--- src/rtl/debounce_bank.sv ---
// debounce_bank: multi-channel push-button / switch debouncer.
// Each channel: 2-FF synchroniser, stability counter, registered debounced
// level and single-cycle rise/fall pulses.
// Optional long-press detection is compiled in with `define DEBOUNCE_BANK_HOLD_EN;
// without it the hold output is tied low.
module debounce_bank #(
    parameter int unsigned N_CH        = 4,
    parameter int unsigned THRESHOLD   = 600000,
    parameter logic        INIT_LEVEL  = 1'b0,
    parameter int unsigned HOLD_CYCLES = 50000000
) (
    input  logic            clk,
    input  logic            reset,
    input  logic [N_CH-1:0] signal,
    output logic [N_CH-1:0] debounced,
    output logic [N_CH-1:0] rise,
    output logic [N_CH-1:0] fall,
    output logic [N_CH-1:0] hold
);

    localparam int unsigned CNT_W = $clog2(THRESHOLD + 1);
    localparam logic [CNT_W-1:0] CNT_MAX = CNT_W'(THRESHOLD);

`ifdef DEBOUNCE_BANK_HOLD_EN
    localparam int unsigned HOLD_W = $clog2(HOLD_CYCLES + 1);
    localparam logic [HOLD_W-1:0] HOLD_MAX = HOLD_W'(HOLD_CYCLES);
`endif

    // Elaboration-time sanity checks on the configuration
    if ((N_CH < 1) || (N_CH > 32)) begin : g_bad_n_ch
        $error("debounce_bank: N_CH must be in 1..32");
    end
    if (THRESHOLD < 1) begin : g_bad_threshold
        $error("debounce_bank: THRESHOLD must be >= 1");
    end
    if (HOLD_CYCLES < 1) begin : g_bad_hold_cycles
        $error("debounce_bank: HOLD_CYCLES must be >= 1");
    end

    for (genvar gi = 0; gi < N_CH; gi++) begin : g_ch
        logic             r_sync1;
        logic             r_sync2;
        logic             r_deb;
        logic             r_rise;
        logic             r_fall;
        logic [CNT_W-1:0] r_cnt;

        logic             w_mismatch;
        logic             w_commit;
        logic [CNT_W-1:0] w_cnt_nxt;

        // Count consecutive mismatches; commit on the cycle after reaching THRESHOLD
        always_comb begin
            w_mismatch = r_sync2 ^ r_deb;
            w_commit   = 1'b0;
            w_cnt_nxt  = '0;
            if (w_mismatch) begin
                if (r_cnt == CNT_MAX) begin
                    w_commit = 1'b1;
                end else begin
                    w_cnt_nxt = r_cnt + CNT_W'(1);
                end
            end
        end

        // Two-stage synchroniser for the asynchronous pin
        always_ff @(posedge clk) begin
            if (reset) begin
                r_sync1 <= INIT_LEVEL;
                r_sync2 <= INIT_LEVEL;
            end else begin
                r_sync1 <= signal[gi];
                r_sync2 <= r_sync1;
            end
        end

        // Stability counter, committed level and edge pulses
        always_ff @(posedge clk) begin
            if (reset) begin
                r_cnt  <= '0;
                r_deb  <= INIT_LEVEL;
                r_rise <= 1'b0;
                r_fall <= 1'b0;
            end else begin
                r_cnt  <= w_cnt_nxt;
                r_rise <= w_commit & r_sync2;
                r_fall <= w_commit & ~r_sync2;
                if (w_commit) begin
                    r_deb <= r_sync2;
                end
            end
        end

        assign debounced[gi] = r_deb;
        assign rise[gi]      = r_rise;
        assign fall[gi]      = r_fall;

`ifdef DEBOUNCE_BANK_HOLD_EN
        logic [HOLD_W-1:0] r_hold_cnt;
        logic              r_hold;
        logic [HOLD_W-1:0] w_hold_nxt;
        logic              w_hold_hit;

        // Long-press timer: restarts on a new press, saturates so it fires once
        always_comb begin
            w_hold_nxt = r_hold_cnt;
            if (!r_deb || (w_commit && r_sync2)) begin
                w_hold_nxt = '0;
            end else if (r_hold_cnt != HOLD_MAX) begin
                w_hold_nxt = r_hold_cnt + HOLD_W'(1);
            end
            w_hold_hit = (w_hold_nxt == HOLD_MAX) && (r_hold_cnt != HOLD_MAX);
        end

        // Hold counter and single-cycle hold pulse
        always_ff @(posedge clk) begin
            if (reset) begin
                r_hold_cnt <= '0;
                r_hold     <= 1'b0;
            end else begin
                r_hold_cnt <= w_hold_nxt;
                r_hold     <= w_hold_hit;
            end
        end

        assign hold[gi] = r_hold;
`else
        assign hold[gi] = 1'b0;
`endif
    end

endmodule

--- config.mk ---
export PLATFORM = sky130hd
export DESIGN_NAME = debounce_bank
export DESIGN_NICKNAME = d
export VERILOG_FILES = /design/src/rtl/debounce_bank.sv
export SDC_FILE = /design/constraint.sdc
export NUM_CORES = 1
export LEC_CHECK = 0
export CAP_MARGIN = 20
export CELL_PAD_IN_SITES_DETAIL_PLACEMENT = 1
export CELL_PAD_IN_SITES_GLOBAL_PLACEMENT = 1
export CORE_UTILIZATION = 42
export DETAILED_ROUTE_END_ITERATION = 6
export PLACE_DENSITY = 0.73
export SYNTH_ARGS = -nofsm -noshare
export SYNTH_HDL_FRONTEND = slang
export SYNTH_SLANG_ARGS = --single-unit
export TNS_END_PERCENT = 5
--- constraint.sdc ---
create_clock -name clk -period 1.8 [get_ports clk]
set_input_delay 0.45 -clock clk [delete_from_list [all_inputs] [get_ports clk]]
set_output_delay 0.45 -clock clk [all_outputs]
set_load 0.03 [all_outputs]
==> results of run 1 <==
-- layer usage --
metal	vias to the layer above	track usage	routed length [µm]
met5	-	0	0
li1	1904	-	-
met4	0	0.06067	100
met1	1840	0.2448	4942
met3	8	0.06201	309
met2	35	0.3410	5304
-- per-stage QoR --
step	setup slack (ns)	TNS (ns)	hold slack, ns	total power [mW]
2_1_floorplan	0.03255	0	0.4138	2.332
3_3_place_gp	-0.01158	-0.1216	0.4190	2.364
3_5_place_dp	-0.1677	-4.600	0.4272	2.367
4_1_cts	0.01416	0	0.4483	3.968
5_1_grt	-0.08684	-1.328	0.4666	4.084
6_report	0.02745	0	0.4370	3.907
-- cell type report --
class                           instances  area [µm²]
Clock inverter                          6       86.33
Timing Repair Buffer                   70       581.8
Inverter                               16       60.06
Sequential cell                       100        2009
Fill cell                            1218        5057
Tap cell                              136       170.2
Multi-Input combinational cell        376        2416
Clock buffer                           10       127.6
-- cell usage after synthesis, types with 10 or more instances --
cell type  instances  share of area
buf_4             16          0.026
dfxtp_1          100           0.43
xnor2_1           41          0.078
nor3_1            14          0.015
nor2_1            78          0.063
nand2_1           25          0.020
nand4_1           23          0.031
nor4_1            18          0.024
xor2_1            21          0.040
and3_1            10          0.014
a21oi_1           15          0.016
inv_1             16          0.013
nand3_1           32          0.035
-- flip-flops by register name, indices dropped and copies added (netlist names) --
signal	flops
g_ch.r_rise	4
g_ch.r_deb	4
g_ch.r_sync1	4
g_ch.r_sync2	4
g_ch.r_cnt	80
g_ch.r_fall	4
-- cells by family after synthesis --
family | share of synthesized area
flip-flops | 0.4327
AO/OA/AOI/OAI | 0.04300
XOR/XNOR | 0.1174
AND/OR/NAND/NOR | 0.3194
multiplexers | 0.006490
other | 0.0008105
adder cells (fa/ha/maj) | 0.02163
buffers and inverters | 0.05868
-- critical path, delay by kind of cell, from the launching register on --
family                     cells  cell delay, ns
and+or+nand+nor                3            0.55
buffers and inverters          2            0.35
DFF                            1            0.33
AOI/OAI and AO/OA              1            0.30
adders and majority gates      1            0.15
-- how the worst max path moves through the flow --
stage	to	slack, ns
after detailed placement	g_ch[0].r_cnt[3]	-0.17
after global placement	g_ch[0].r_cnt[12]	-0.01
after global routing	g_ch[2].r_deb	-0.09
after floorplan	g_ch[2].r_cnt[10]	0.03
after CTS	g_ch[2].r_cnt[2]	0.01
final	g_ch[2].r_cnt[2]	0.03
-- report_power, final --
| part | total, mW | leakage [nW] | internal [mW] | switching, mW |
|---|---|---|---|---|
| Sequential | 2.23 | 0.810 | 2.22 | 0.00741 |
| Clock | 1.59 | 0.107 | 0.784 | 0.804 |
| Combinational | 0.0904 | 0.931 | 0.0410 | 0.0494 |
| Total | 3.91 | 1.85 | 3.05 | 0.861 |
-- repair_timing --
action	CTS	global route
buffers inserted	0	1
setup endpoints to repair	52	82
gates resized for setup	14	11
pin swaps	2	6
==> results.json, run 1 <==
{
  "post_drt_wl_per_cell_um": 14.92,
  "grt_pass1_wl_um": 18260,
  "endpoint_kind": "flop",
  "r2r-start": "g_ch[2].r_cnt[0]",
  "cp_cell_sequence": "inv_1 -> ha_1 -> nor4bb_2 -> nand3_1 -> o41ai_2 -> buf_4 -> nor2_1",
  "grt_antenna_before_repair": 0,
  "diodes": 0,
  "postSynthAreaPerCell_um2": 8.915,
  "slew_violations": 0,
  "r2r_slack_ns": 0.03,
  "area_growth_pct": 17.82,
  "grt_start_max_net_pins": 20,
  "cts-buffers-inserted": 9,
  "numPlacedInstances": 697,
  "max_stage_delay_ns": 0.33,
  "dieArea_um2": 11440,
  "route.detailed.drc": 0,
  "overflow": 0,
  "critPathKind": "flop to flop",
  "cp.required_ns": 2.08,
  "ys_seq_elements": 100,
  "hold_viol": 0,
  "port_buffers": 17,
  "crit_start": "g_ch[2].r_cnt[0]",
  "ir_drop_mv": 0.5623,
  "dpl_cell_area_um2": 5182,
  "fin_area_um2": 5451,
  "core_area_um2": 10510,
  "min_to": "g_ch[0].r_sync2",
  "cts_sinks": 100,
  "drtIter0Drc": 131,
  "die_w_um": 107.0,
  "final_cell_mix": "dfxtp_1, nor2_1, buf_4, xnor2_1, nand3_1",
  "regToRegEndpoint": "g_ch[2].r_cnt[2]",
  "utilization": 0.5188,
  "finalClockSkew_ns": 0.01399,
  "outcome": "finished, final reports clean",
  "row_count": 37,
  "antenna_left": 0,
  "yosys_warnings": 0,
  "maxCapViolCount": 0,
  "fin_nets": 587,
  "root_buffer": "clkbuf_8",
  "yosysSeqAreaShare": 0.4327,
  "drive_gt1_frac": 0.1592,
  "final_common_cell": "dfxtp_1",
  "die_h_um": 107.0,
  "boundaryPins": 22,
  "netlist_area_um2": 4627,
  "p_leak_nw": 1.848,
  "rr_worst_depth": 7,
  "clock.fmax_mhz": 564.2,
  "rsz0062_at_grt": "true",
  "gp_congestion": 0.8317,
  "synth-edff-count": 0,
  "synth_ff_type": "dfxtp_1",
  "cp-start-kind": "flop",
  "tritoncts": "yes",
  "firstDrtPassIters": 4,
  "initial_core_util": 0.4403,
  "instances_no_fill": 714,
  "min_period_ns": 1.773,
  "vias_per_cell": 5.304,
  "detail_route.wirelength_um": 10660,
  "vias": 3787,
  "critPathMaxFanout": 14,
  "dp_hpwl_um": 7747,
  "clk_pin_slew_ns": 0.10,
  "grtUsageTotal": 0.2016,
  "htreeDepth": 3,
  "clockBufferDepth": 2,
  "min_path_cells": 1,
  "async_flop_share": 0,
  "arrival_ns": 2.05,
  "setup_violations": 0,
  "clkLatencyLatePin_ns": 0.38,
  "hold_class": "flop to flop",
  "crit_path_top_delay_cell": "dfxtp_1",
  "period_share": 0.9848,
  "postSynthCellCount": 519,
  "cts_hold_buf": 0,
  "hp-start": "g_ch[0].r_sync1",
  "grt_pass1_vias": 3902,
  "yosysUniqueCellTypes": 45,
  "powerDensity_nw_per_um2": 716.7
}
Note: power is estimated with default switching activity, not from simulation.
==> run 2, diff against run 1 <==
SLEW_MARGIN = 20   (was default)
==> results of run 2 <==
Final layout, timing and power as in run 1 (identical DEF).
